--- config.mk ---
export PLATFORM = sky130hd
export DESIGN_NAME = power_gate_sequencer
export DESIGN_NICKNAME = d
export VERILOG_FILES = /design/src/rtl/power_gate_sequencer.sv
export SDC_FILE = /design/constraint.sdc
export NUM_CORES = 1
export LEC_CHECK = 0
export ABC_AREA = 1
export BUFFER_PORTS_ARGS = -buffer_cell sky130_fd_sc_hd__buf_2
export CAP_MARGIN = 20
export CORE_ASPECT_RATIO = 0.7
export CORE_MARGIN = 2
export CORE_UTILIZATION = 50
export CTS_CLUSTER_DIAMETER = 40
export CTS_CLUSTER_SIZE = 40
export DETAILED_ROUTE_END_ITERATION = 7
export GPL_ROUTABILITY_DRIVEN = 0
export PLACE_DENSITY = 0.76
export SLEW_MARGIN = 15
export SYNTH_ARGS = -nofsm -noshare
export SYNTH_HDL_FRONTEND = slang
export SYNTH_SLANG_ARGS = --single-unit
export TNS_END_PERCENT = 5
--- constraint.sdc ---
create_clock -name clk_i -period 5.5 [get_ports clk_i]
set_input_delay 0.275 -clock clk_i [delete_from_list [all_inputs] [get_ports clk_i]]
set_output_delay 0.275 -clock clk_i [all_outputs]
set_load 0.005 [all_outputs]
--- src/rtl/power_gate_sequencer.sv ---
// rtl/power_gate_sequencer.sv - per-domain isolation/sleep sequencer with request filtering and wake arbitration
//
// Purpose:
//   Turns NDOM filtered power-gate requests into ordered isolate -> sleep
//   (power down) and wake -> de-isolate (power up) sequences, one FSM per domain.
//   Only one domain may be waking (PUP or DEISO) at any time.
//
// Optional build macro: PGS_RETENTION_EN (adds ret_o and a SAVE state between ISO and PDN)
//
// Ports:
//   clk_i      in   1     block clock
//   rst_ni     in   1     synchronous active-low reset
//   isg_i      in   NDOM  gate request per domain (1 = power down)
//   pwr_ack_i  in   NDOM  switch status per domain (1 = rail up)
//   iso_o      out  NDOM  isolation enable (1 = outputs clamped)
//   sleep_o    out  NDOM  switch control (1 = switch off)
//   dom_on_o   out  NDOM  domain fully on and de-isolated
//   err_o      out  NDOM  sticky acknowledge-timeout flag
//   busy_o     out  1     any domain in a transitional state
//   ret_o      out  NDOM  retention save/hold (PGS_RETENTION_EN only)

module power_gate_sequencer #(
    parameter int NDOM     = 10,
    parameter int FILT_CYC = 4,
    parameter int ISO_CYC  = 2,
    parameter int ACK_TO   = 16
) (
    input  logic            clk_i,
    input  logic            rst_ni,
    input  logic [NDOM-1:0] isg_i,
    input  logic [NDOM-1:0] pwr_ack_i,
    output logic [NDOM-1:0] iso_o,
    output logic [NDOM-1:0] sleep_o,
    output logic [NDOM-1:0] dom_on_o,
    output logic [NDOM-1:0] err_o,
    output logic            busy_o
`ifdef PGS_RETENTION_EN
    ,
    output logic [NDOM-1:0] ret_o
`endif
);

    typedef enum logic [2:0] {
        ST_ON    = 3'd0,
        ST_ISO   = 3'd1,
        ST_PDN   = 3'd2,
        ST_OFF   = 3'd3,
        ST_PUP   = 3'd4,
        ST_DEISO = 3'd5
`ifdef PGS_RETENTION_EN
        ,
        ST_SAVE  = 3'd6
`endif
    } state_t;

    // Terminal counts; counters compare against N-1 so an N-cycle wait ends on the Nth cycle.
    localparam logic [7:0] FILT_LAST = 8'(FILT_CYC - 1);
    localparam logic [7:0] ISO_LAST  = 8'(ISO_CYC - 1);
    localparam logic [7:0] ACK_LAST  = 8'(ACK_TO - 1);

    state_t          r_state     [NDOM];
    state_t          w_state_nxt [NDOM];
    logic [7:0]      r_tmr       [NDOM];
    logic [7:0]      w_tmr_nxt   [NDOM];
    logic [7:0]      r_fcnt      [NDOM];
    logic [7:0]      w_fcnt_nxt  [NDOM];
    logic [NDOM-1:0] r_freq;
    logic [NDOM-1:0] w_freq_eff;
    logic [NDOM-1:0] w_grant;
    logic            w_wake_busy;
    logic            w_found;

    logic [NDOM-1:0] r_iso, r_sleep, r_dom_on, r_err, r_ret;
    logic [NDOM-1:0] w_iso_nxt, w_sleep_nxt, w_dom_on_nxt, w_err_nxt, w_ret_nxt;
    logic            r_busy, w_busy_nxt;

    // Glitch filter. w_freq_eff is the filtered request as it will be after this
    // edge, so the FSM reacts in the same cycle the change is accepted.
    always_comb begin
        for (int n = 0; n < NDOM; n++) begin
            w_freq_eff[n] = r_freq[n];
            w_fcnt_nxt[n] = 8'd0;
            if (isg_i[n] != r_freq[n]) begin
                if (r_fcnt[n] == FILT_LAST) begin
                    w_freq_eff[n] = isg_i[n];
                end else begin
                    w_fcnt_nxt[n] = r_fcnt[n] + 8'd1;
                end
            end
        end
    end

    // Wake arbitration: single-cycle grant to the lowest-index OFF domain asking
    // to power up, only while no other domain is mid-wake.
    always_comb begin
        w_wake_busy = 1'b0;
        w_found     = 1'b0;
        w_grant     = '0;
        for (int n = 0; n < NDOM; n++) begin
            if (r_state[n] == ST_PUP || r_state[n] == ST_DEISO) begin
                w_wake_busy = 1'b1;
            end
        end
        for (int n = 0; n < NDOM; n++) begin
            if (!w_wake_busy && !w_found && r_state[n] == ST_OFF && !w_freq_eff[n]) begin
                w_grant[n] = 1'b1;
                w_found    = 1'b1;
            end
        end
    end

    // Next-state and output decode; outputs are registered from the next state.
    always_comb begin
        w_busy_nxt = 1'b0;
        for (int n = 0; n < NDOM; n++) begin
            w_state_nxt[n] = r_state[n];
            w_tmr_nxt[n]   = 8'd0;
            w_err_nxt[n]   = r_err[n];

            case (r_state[n])
                ST_ON: begin
                    if (w_freq_eff[n]) begin
                        w_state_nxt[n] = ST_ISO;
                    end
                end
                ST_ISO: begin
                    w_tmr_nxt[n] = r_tmr[n] + 8'd1;
                    if (r_tmr[n] == ISO_LAST) begin
`ifdef PGS_RETENTION_EN
                        w_state_nxt[n] = ST_SAVE;
`else
                        w_state_nxt[n] = ST_PDN;
`endif
                    end
                end
`ifdef PGS_RETENTION_EN
                ST_SAVE: begin
                    w_state_nxt[n] = ST_PDN;
                end
`endif
                ST_PDN: begin
                    w_tmr_nxt[n] = r_tmr[n] + 8'd1;
                    // A real acknowledge wins over an expiry in the same cycle.
                    if (!pwr_ack_i[n]) begin
                        w_state_nxt[n] = ST_OFF;
                    end else if (r_tmr[n] == ACK_LAST) begin
                        w_err_nxt[n]   = 1'b1;
                        w_state_nxt[n] = ST_OFF;
                    end
                end
                ST_OFF: begin
                    if (!w_freq_eff[n] && w_grant[n]) begin
                        w_state_nxt[n] = ST_PUP;
                    end
                end
                ST_PUP: begin
                    w_tmr_nxt[n] = r_tmr[n] + 8'd1;
                    if (pwr_ack_i[n]) begin
                        w_state_nxt[n] = ST_DEISO;
                    end else if (r_tmr[n] == ACK_LAST) begin
                        w_err_nxt[n]   = 1'b1;
                        w_state_nxt[n] = ST_DEISO;
                    end
                end
                ST_DEISO: begin
                    w_tmr_nxt[n] = r_tmr[n] + 8'd1;
                    if (r_tmr[n] == ISO_LAST) begin
                        w_state_nxt[n] = ST_ON;
                    end
                end
                default: begin
                    w_state_nxt[n] = ST_ON;
                end
            endcase

            // Every state entry starts its timer from zero.
            if (w_state_nxt[n] != r_state[n]) begin
                w_tmr_nxt[n] = 8'd0;
            end

            w_iso_nxt[n]    = (w_state_nxt[n] != ST_ON);
            w_sleep_nxt[n]  = (w_state_nxt[n] == ST_PDN) || (w_state_nxt[n] == ST_OFF);
            w_dom_on_nxt[n] = (w_state_nxt[n] == ST_ON);
`ifdef PGS_RETENTION_EN
            w_ret_nxt[n]    = (w_state_nxt[n] == ST_SAVE) || (w_state_nxt[n] == ST_PDN) ||
                              (w_state_nxt[n] == ST_OFF)  || (w_state_nxt[n] == ST_PUP);
`else
            w_ret_nxt[n]    = 1'b0;
`endif
            if (w_state_nxt[n] != ST_ON && w_state_nxt[n] != ST_OFF) begin
                w_busy_nxt = 1'b1;
            end
        end
    end

    always_ff @(posedge clk_i) begin
        if (!rst_ni) begin
            for (int n = 0; n < NDOM; n++) begin
                r_state[n] <= ST_ON;
                r_tmr[n]   <= 8'd0;
                r_fcnt[n]  <= 8'd0;
            end
            r_freq   <= '0;
            r_iso    <= '0;
            r_sleep  <= '0;
            r_dom_on <= '1;
            r_err    <= '0;
            r_ret    <= '0;
            r_busy   <= 1'b0;
        end else begin
            for (int n = 0; n < NDOM; n++) begin
                r_state[n] <= w_state_nxt[n];
                r_tmr[n]   <= w_tmr_nxt[n];
                r_fcnt[n]  <= w_fcnt_nxt[n];
            end
            r_freq   <= w_freq_eff;
            r_iso    <= w_iso_nxt;
            r_sleep  <= w_sleep_nxt;
            r_dom_on <= w_dom_on_nxt;
            r_err    <= w_err_nxt;
            r_ret    <= w_ret_nxt;
            r_busy   <= w_busy_nxt;
        end
    end

    assign iso_o    = r_iso;
    assign sleep_o  = r_sleep;
    assign dom_on_o = r_dom_on;
    assign err_o    = r_err;
    assign busy_o   = r_busy;
`ifdef PGS_RETENTION_EN
    assign ret_o    = r_ret;
`else
    // r_ret is constant zero without retention; keep it observed.
    logic w_ret_unused;
    assign w_ret_unused = ^r_ret;
`endif

endmodule

==> impl_metrics.ini, run 1 <==
[die]
die_area_mm2 = 0.0241
start_util_pct = 50.7
boundaryPins = 63
die_h_um = 130
core_area_mm2 = 0.0225
die_x_um = 185
num_rows = 46

[synth]
synth_nets = 1584
synth_cell_types = 54
avgSynthCellArea_um2 = 7.45
synth_edf_count = 0
yosys_warnings = 0
syn_area_mm2 = 0.0114
synth_seq_cells = 241
syn_inst = 1532
async_flop_share_pct = 0
seq_area_frac_synth_pct = 42.3
synth_flop_cell = dfxtp_1

[placement]
dpl.hpwl_um = 17000
portBuffers = 62
dp_slack_ns = 2.89
dp_cells = 1896

[timing]
fin_crit_ns = 2.66
drv_slew = 0
tns_ns = 0
slew_headroom_pct = 50.1
rsz0062_at_grt = no
hold_viol_final = 0
finalSetupViolCount = 0
worstMarginPinSlew_ns = 0.748
hold-worst-slack_ns = 0.0959
skew_ns = 0.0199
final.period_utilization_pct = 48.3
setup_ws_ns = 2.84
fmax_mhz = 377

[job]
max_cap_violations = 0

[detailed_routing]
drt_iter0_drc = 593
avgViaCountPerCell = 4.95
drt-wirelength-per-cell_um = 11.8
routed_wl_um = 23000
drcViolationCount = 0
antenna_left = 0
vias = 9641
dr.pass1.iters = 5

[clocking]
cts_root_buf = clkbuf_16
cts.reportedPaths.clkPinSlew_ns = 0.06
cts_hold_buf = 0
cts_tree = built
cts_buffer_depth = 3
numCtsBuffers = 29
cts.sinks = 241
cts_max_level = 1
cts.repair.resized = 0
insertion_delay_ns = 0.54
postCtsSetupRepairBufs = 0

[grt]
overflow = 0
grt_pass1_wl_um = 39000
grt_pass1_vias = 8713
grt_max_degree = 43
grt_usage_pct = 19.2
antenna_found_initial = 1

[cells_and_area]
final_util_pct = 58.1
stdcell_count = 1949
area_growth_pct = 14.6
drive_above_1_share_pct = 12.9
layout.nets = 1667

[worst_setup_path]
timing.critical_path.buf_inv = 0
worstSetupPathType = flip-flop to flip-flop
slowest_delay_ns = 0.35
cpMostUsedCell = nand2_1
crit_slowest_cell = dfxtp_1
end_kind = flip-flop
worstPathMaxFanout = 6
startpoint_type = flip-flop
cp.required_ns = 5.91
reg2reg_slack_ns = 2.84
cpLargestDelayFamily = simple AND/OR/NAND/NOR gates
crit_arrival_ns = 3.07
cp_cell_sequence = ha_1 -> nand2_1 -> nor2_1 -> nand3b_1 -> nand2_1 -> nand2_1 -> nor2_2 -> nand3_1 -> nand2_1 -> nand2_1 -> o21bai_1 -> nand3_1 -> nor2_1 -> nand2_1 -> nor2_1 -> nand2_1 -> nand2_1 -> nand3_1

[run_status]
status = completed

[power_and_ir_drop]
peakVddDrop_mv = 0.296
p_per_area_mw_per_mm2 = 316
leakage_nw = 5.45

[min_path]
min_path_type = input pin to flip-flop
-- cell usage in the layout, fill, tap and decap left out, types with 29 or more instances in the layout --
| cell type | count |
|---|---|
| a21oi_1 | 91 |
| nor2_1 | 253 |
| clkbuf_16 | 29 |
| xor2_1 | 32 |
| nand3_1 | 73 |
| nor3_1 | 54 |
| inv_1 | 227 |
| buf_2 | 62 |
| dfxtp_1 | 241 |
| nand2_1 | 224 |
| o21ai_0 | 62 |
| ha_1 | 30 |
-- logic make-up after synthesis --
kind of cell	share of synthesized area [%]
compound gates	10.5
xor+xnor	3.80
fa+ha+maj	3.29
buf+inv	8.51
flops	42.3
simple gates	31.6
-- tightest hold or removal path, delay by kind of cell --
kind	cells	cell delay [ns]
AO/OA/AOI/OAI	2	0.22
buffers and inverters	1	0.11
-- area by class of cell --
| class | instances | area (um2) |
|---|---|---|
| fill | 2037 | 9420 |
| multi-input combinational | 1033 | 5620 |
| sequential | 241 | 4820 |
| inverter | 247 | 927 |
| clock buffer | 35 | 778 |
| tap | 312 | 390 |
| timing repair buffer | 63 | 318 |
| clock inverter | 17 | 220 |
| antenna | 1 | 2.50 |
-- state kept, by name, summed over array words and instances, names as in the netlist --
signal and cells:
r_tmr 80, iso_o 10, sleep_o 10, r_state 30, r_fcnt 80, dom_on_o 10, busy_o 1, err_o 10
r_freq 10
-- worst paths after layout --
check,startpoint,to,cells after the start
min,pwr_ack_i[0],err_o[0]$_SDFFE_PN0P_,3
max,r_fcnt[2][0]$_SDFF_PP0_,busy_o$_SDFF_PN0_,18
max reg2reg,r_fcnt[2][0]$_SDFF_PP0_,busy_o$_SDFF_PN0_,18
min reg2reg,r_fcnt[0][0]$_SDFF_PP0_,r_fcnt[0][0]$_SDFF_PP0_,1
-- routing by layer --
metal  wire length (um)  share of wire (%)  up-vias  GRT usage (%)
met5                  0                  0        -              0
met4                535                2.3        0           5.60
met3               1220                5.3       45           3.71
met2               9520                 41      214           29.5
met1              11800                 51     4267           27.7
li1                   -                  -     5115              -
-- stage by stage --
step                      total power [mW]  cell area (um2)
final                                 4.14            13100
after global routing                  4.31            13100
after CTS                             4.18            13100
after detailed placement              2.22            12100
after global placement                2.21            12100
after floorplan                       2.12            11400
-- where the power goes --
group          switching (mW)  leakage, nW  internal [mW]  total [mW]
Combinational           0.230         3.02          0.127       0.357
Sequential             0.0338         1.95           1.79        1.83
Clock                   0.750        0.479           1.20        1.95
Total                    1.01         5.45           3.12        4.14
-- synth_stat cells (3+ instances only) --
master,n,area [um2]
a21oi_1,91,455
a31oi_1,17,106
and2_1,6,37.5
clkbuf_1,7,26.3
clkinv_1,3,11.3
dfxtp_1,241,4820
ha_1,30,375
inv_1,228,856
inv_2,16,60.1
nand2_1,224,841
nand2_2,20,125
nand3_1,73,365
nand3_2,4,40.0
nand3_4,3,52.6
nand3b_1,5,37.5
nand4_1,22,138
nand4_2,5,62.6
nand4_4,3,63.8
nor2_1,253,950
nor2_2,10,62.6
nor2_4,5,56.3
nor3_1,54,270
nor3_2,3,30.0
nor3b_1,23,173
nor3b_2,7,87.6
nor4_1,14,87.6
o2111ai_1,4,35.0
o211ai_1,4,30.0
o21a_1,6,45.0
o21ai_0,62,310
o21bai_1,6,45.0
o31ai_1,3,22.5
or2_2,10,62.6
xnor2_1,12,105
xor2_1,32,280
xor2_2,3,48.8
Note: power is estimated with default switching activity, not from simulation.
==> run 2: changes to the inputs <==
- ABC_AREA: 1 -> 0
- PLACE_DENSITY: 0.76 -> 0.77
- clock period: 5.5 -> 2.6 ns (I/O delays scaled with it)
==> run 2 against run 1 <==
Compared with the run above:
- the flow now finishes with violations (setup timing)
- largest power group unchanged
- synthesized cell count fell by 19%
- cell count fell by 13%
- critical endpoint unchanged
- highest routed layer unchanged
- sequential cell count did not move
- clock power rose by 93%
==> impl_metrics.ini, run 2 <==
[timing]
hold_viol_final = 0
drv_slew = 0
fmax_mhz = 332
setup_ws_ns = -0.414
skew_ns = 0.0168
hold-worst-slack_ns = 0.0316
final.period_utilization_pct = 116
fin_crit_ns = 3.01
finalSetupViolCount = 42
slew_headroom_pct = 57.2
worstMarginPinSlew_ns = 0.639
rsz0062_at_grt = yes

[die]
core_area_mm2 = 0.0209
die_x_um = 179
start_util_pct = 51.3
die_area_mm2 = 0.0226
num_rows = 44
die_h_um = 126
boundaryPins = 63

[grt]
grt_pass1_vias = 8471
antenna_found_initial = 0
overflow = 0
grt_usage_pct = 20.9
grt_max_degree = 38
grt_pass1_wl_um = 39500

[worst_setup_path]
slowest_delay_ns = 0.60
crit_arrival_ns = 3.41
crit_slowest_cell = or4b_4
timing.rr.start = r_fcnt[0][7]$_SDFF_PP0_
end_kind = flip-flop
worstPathMaxFanout = 3
crit_start = r_fcnt[0][7]$_SDFF_PP0_
cp.required_ns = 2.99
startpoint_type = flip-flop
cp_cell_sequence = or4_4 -> or4b_4 -> a211oi_4 -> and3b_2 -> o21ai_1 -> or3b_1 -> o41ai_2 -> nand4_1
worstSetupPathType = flip-flop to flip-flop

[detailed_routing]
avgViaCountPerCell = 5.37
drt_iter0_drc = 613
routed_wl_um = 23900
antenna_left = 0
drt-wirelength-per-cell_um = 14.1
dr.pass1.iters = 5
vias = 9073
drcViolationCount = 0

[placement]
dp_slack_ns = -0.358
portBuffers = 62
dpl.hpwl_um = 17000
placed_area_mm2 = 0.0120

[synth]
synth_nets = 1292
post-synth-top-count-cell = nor2_1
synth_flop_cell = dfxtp_1
yosys-top-cells-count = nor2_1, dfxtp_1, nand3_1
syn_inst = 1240
synth_cell_types = 74
synth_seq_cells = 241
synth_top_area_share_pct = 45.1
avgSynthCellArea_um2 = 8.64
synth.area.top_cells = dfxtp_1, nor2_1, xor2_1, xnor2_1, nand3_1
synth_edf_count = 0
yosys_warnings = 0
seq_area_frac_synth_pct = 45.1
async_flop_share_pct = 0
syn_area_mm2 = 0.0107
yosysTopAreaCell = dfxtp_1

[power_and_ir_drop]
p_per_area_mw_per_mm2 = 593
total_power_mw = 7.72
peakVddDrop_mv = 0.521
leakage_nw = 5.23

[clocking]
cts_root_buf = clkbuf_16
cts_buffer_depth = 3
cts.reportedPaths.clkPinSlew_ns = 0.06
cts.sinks = 241
insertion_delay_ns = 0.54
cts_max_level = 1
cts_tree = built
numCtsBuffers = 27

[job]
max_cap_violations = 0

[cells_and_area]
diodes = 0
layout_commonest_cell = nor2_1
drive_above_1_share_pct = 17.7
reg.largest.list = r_fcnt: 80 flops, r_tmr: 80 flops, r_state: 30 flops
layout.nets = 1448
area_growth_pct = 21.6
final_area_mm2 = 0.0130
layout_common_cells = nor2_1, dfxtp_1, buf_4

[min_path]
min_from = isg_i[8]
min_path_type = input pin to flip-flop

[run_status]
violations = setup timing
status = finished with violations
==> run 2: per-layer routing <==
metal / vias to the layer above / track usage, % / part of all wire (%)
met5: - / 0 / 0
met4: 0 / 5.50 / 2.0
met3: 45 / 3.84 / 5.3
met2: 194 / 32.6 / 44
met1: 4241 / 29.6 / 48
li1: 4593 / - / -
==> run 2: path summary, 6_finish.rpt <==
kind | end | slack [ns] | cells past startpoint
worst max-delay path | busy_o$_SDFF_PN0_ | -0.41 | 8
worst min register to register | r_fcnt[6][0]$_SDFF_PP0_ | 0.44 | 1
worst max register to register | busy_o$_SDFF_PN0_ | -0.41 | 8
worst min-delay path | r_freq[8]$_SDFF_PN0_ | 0.03 | 3
==> run 2: critical path, delay by kind of cell (launching register included) <==
kind / cells / cell delay (ns)
DFF: 1 / 0.32
AOI/OAI and AO/OA: 3 / 0.66
and+or+nand+nor: 5 / 1.90
==> run 2: per-stage QoR <==
stage | setup TNS (ns) | utilization [%] | std cells
3_5_place_dp | -9.26 | 57.3 | 1638
3_3_place_gp | -5.98 | 57.3 | 1638
4_1_cts | -9.51 | 61.8 | 1689
5_1_grt | -12.17 | 62.4 | 1691
2_1_floorplan | -2.09 | - | 1240
6_report | -6.55 | 62.4 | 1691
==> run 2: area by class of cell <==
| class | instances | area, um2 |
|---|---|---|
| fill | 1707 | 7850 |
| tap | 276 | 345 |
| clock buffer | 31 | 711 |
| inverter | 47 | 176 |
| clock inverter | 17 | 171 |
| sequential | 241 | 4830 |
| multi-input combinational | 917 | 5710 |
| timing repair buffer | 162 | 1080 |
==> run 2: cell families (layout without fill, tap and decap cells) <==
| group | count (synthesis) | in the layout | share of synthesized area (%) |
|---|---|---|---|
| and+or+nand+nor | 596 | 596 | 27.4 |
| xor gates and xnor gates | 131 | 131 | 10.7 |
| muxes | 9 | 9 | 0.876 |
| AOI/OAI and AO/OA | 151 | 151 | 9.49 |
| buffers and inverters | 82 | 257 | 3.00 |
| adders and majority gates | 30 | 30 | 3.51 |
| DFF | 241 | 241 | 45.1 |
==> run 2: repair_timing <==
item                                   4_1_cts  5_1_grt
buffers inserted                             0        2
pin swaps                                    5        3
hold buffers                                 3        0
endpoints found under the hold margin        3        0
resized for setup                            7       22
setup endpoints to repair                   50       69
==> run 2: power breakdown <==
part	switching (mW)	internal [mW]
registers	0.0234	3.72
logic	0.132	0.0842
clock network	1.63	2.13
==> run 3: changes to the inputs <==
- CORE_UTILIZATION: 50 -> 40
- PLACE_DENSITY: 0.77 -> 0.65
==> run 3 against run 2 <==
Compared with the run above:
- the flow still finishes with violations (setup timing)
- sequential power hardly changed
- via count is 1.4% lower
- setup slack worse by 0.0069 ns
- die area is 24% higher
- critical endpoint unchanged
- largest cell class unchanged
- highest routed layer unchanged
==> impl_metrics.ini, run 3 (synthesized netlist as in run 2, its figures left out) <==
[cells_and_area]
area_growth_pct = 23.9
fillCellCount = 2530
stdcell_count = 1796
reg.largest.list = r_fcnt: 80 flops, r_tmr: 80 flops, r_state: 30 flops
final_area_mm2 = 0.0133
drive_above_1_share_pct = 17.7
layout.nets = 1464
layout_common_cells = nor2_1, dfxtp_1, buf_4
layout_commonest_cell = nor2_1

[grt]
grt_pass1_vias = 8298
grt_usage_pct = 17.4
overflow = 0
grt_pass1_wl_um = 40200
antenna_found_initial = 1
grt_max_degree = 34

[die]
num_rows = 50
core_area_mm2 = 0.0265
die_h_um = 141
start_util_pct = 40.4
die_area_mm2 = 0.0281
die_x_um = 200
boundaryPins = 63

[run_status]
violations = setup timing
status = finished with violations

[timing]
rsz0062_at_grt = yes
drv_slew = 0
worstMarginPinSlew_ns = 0.729
hold_viol_final = 0
slew_headroom_pct = 50.8
fin_crit_ns = 3.02
skew_ns = 0.00671
fmax_mhz = 331
final.period_utilization_pct = 116
setup_ws_ns = -0.421
finalSetupViolCount = 59

[placement]
placed_area_mm2 = 0.0122
dp_cells = 1742
portBuffers = 62
dpl.hpwl_um = 17500

[detailed_routing]
antenna_left = 0
drt-wirelength-per-cell_um = 13.4
vias = 8950
drcViolationCount = 0
drt_iter0_drc = 524
routed_wl_um = 24000
avgViaCountPerCell = 4.98
dr.pass1.iters = 5

[power_and_ir_drop]
p_per_area_mw_per_mm2 = 606
peakVddDrop_mv = 0.391
leakage_nw = 5.32

[worst_setup_path]
slowest_delay_ns = 0.57
startpoint_type = flip-flop
worstSetupPathType = flip-flop to flip-flop
cp_cell_sequence = or4_4 -> or4b_4 -> a211oi_4 -> buf_4 -> and3b_2 -> o21ai_1 -> or3b_1 -> o41ai_2 -> nand4_1
worstPathMaxFanout = 2
cp.required_ns = 3.01
timing.critical_path.buf_inv = 1
end_kind = flip-flop
crit_slowest_cell = or4b_4
cpLargestDelayFamily = simple AND/OR/NAND/NOR gates
crit_arrival_ns = 3.43
reg2reg_slack_ns = -0.42

[clocking]
cts.reportedPaths.clkPinSlew_ns = 0.06
cts_root_buf = clkbuf_16
cts.sinks = 241
cts_tree = built
numCtsBuffers = 29
cts_max_level = 1
cts_buffer_depth = 3
insertion_delay_ns = 0.55

[job]
max_cap_violations = 0

[min_path]
min_path_type = input pin to flip-flop
## run 3: cell count changes in the layout (fill, tap and decap cells not counted), sizes merged
cell,previous run,this run
buf,159,173
bufinv,1,3
clkbuf,31,33
clkinv,3,5
clkinvlp,1,4
diode,0,1
inv,59,52
## run 3: routing by layer
| metal | vias to the layer above | part of all wire, % | global-route usage, % |
|---|---|---|---|
| met5 | - | 0 | 0 |
| met4 | 0 | 1.9 | 4.02 |
| met3 | 43 | 7.0 | 4.38 |
| met2 | 205 | 41 | 25.6 |
| met1 | 4074 | 50 | 25.4 |
| li1 | 4628 | - | - |
## run 3: timing repair
action / 4_1_cts / 5_1_grt
hold buffers: 3 / 0
endpoints found under the setup margin: 57 / 75
resized for setup: 7 / 4
setup buffers: 0 / 0
pin swaps: 1 / 0
endpoints found under the hold margin: 3 / 0
## run 3: final timing paths
| path | end | start | cells past startpoint |
|---|---|---|---|
| worst max register to register | busy_o$_SDFF_PN0_ | r_fcnt[0][7]$_SDFF_PP0_ | 9 |
| worst min register to register | r_fcnt[8][0]$_SDFF_PP0_ | r_fcnt[8][0]$_SDFF_PP0_ | 1 |
| worst min-delay path | r_freq[8]$_SDFF_PN0_ | isg_i[8] | 3 |
| worst max-delay path | busy_o$_SDFF_PN0_ | r_fcnt[0][7]$_SDFF_PP0_ | 9 |
## run 3: tightest hold or removal path, cell delays in order
cell     delay (ns)
buf_2          0.11
mux2i_1        0.16
nor2_1         0.12
## run 3: layout make-up
cell class | count | area, um2 | share of cell area (%)
well taps | 364 | 455 | 3.43
inverters | 47 | 176 | 1.33
clock buffers | 33 | 761 | 5.74
multi-input cells | 917 | 5640 | 42.5
diodes | 1 | 2.50 | 0.0189
flip-flops and latches | 241 | 4830 | 36.4
repair buffers | 176 | 1190 | 8.94
clock inverters | 17 | 215 | 1.62
## run 3: per-stage QoR
step | util, % | hold slack, ns | worst slack (ns) | TNS [ns] | power [mW]
final | 50.0 | 0.00401 | -0.421 | -13.46 | 8.04
after global routing | 50.0 | 0.0382 | -0.581 | -23.82 | 8.35
after CTS | 49.9 | 0.00170 | -0.419 | -13.90 | 8.14
after detailed placement | 46.0 | 0.436 | -0.452 | -12.15 | 4.04
after global placement | 46.0 | 0.425 | -0.322 | -7.75 | 4.03
after floorplan | - | 0.320 | -0.146 | -2.09 | 3.94
## run 3: where the power goes
part           switching, mW  internal, mW
sequential            0.0221          3.72
combinational          0.132        0.0852
clock                   1.65          2.43
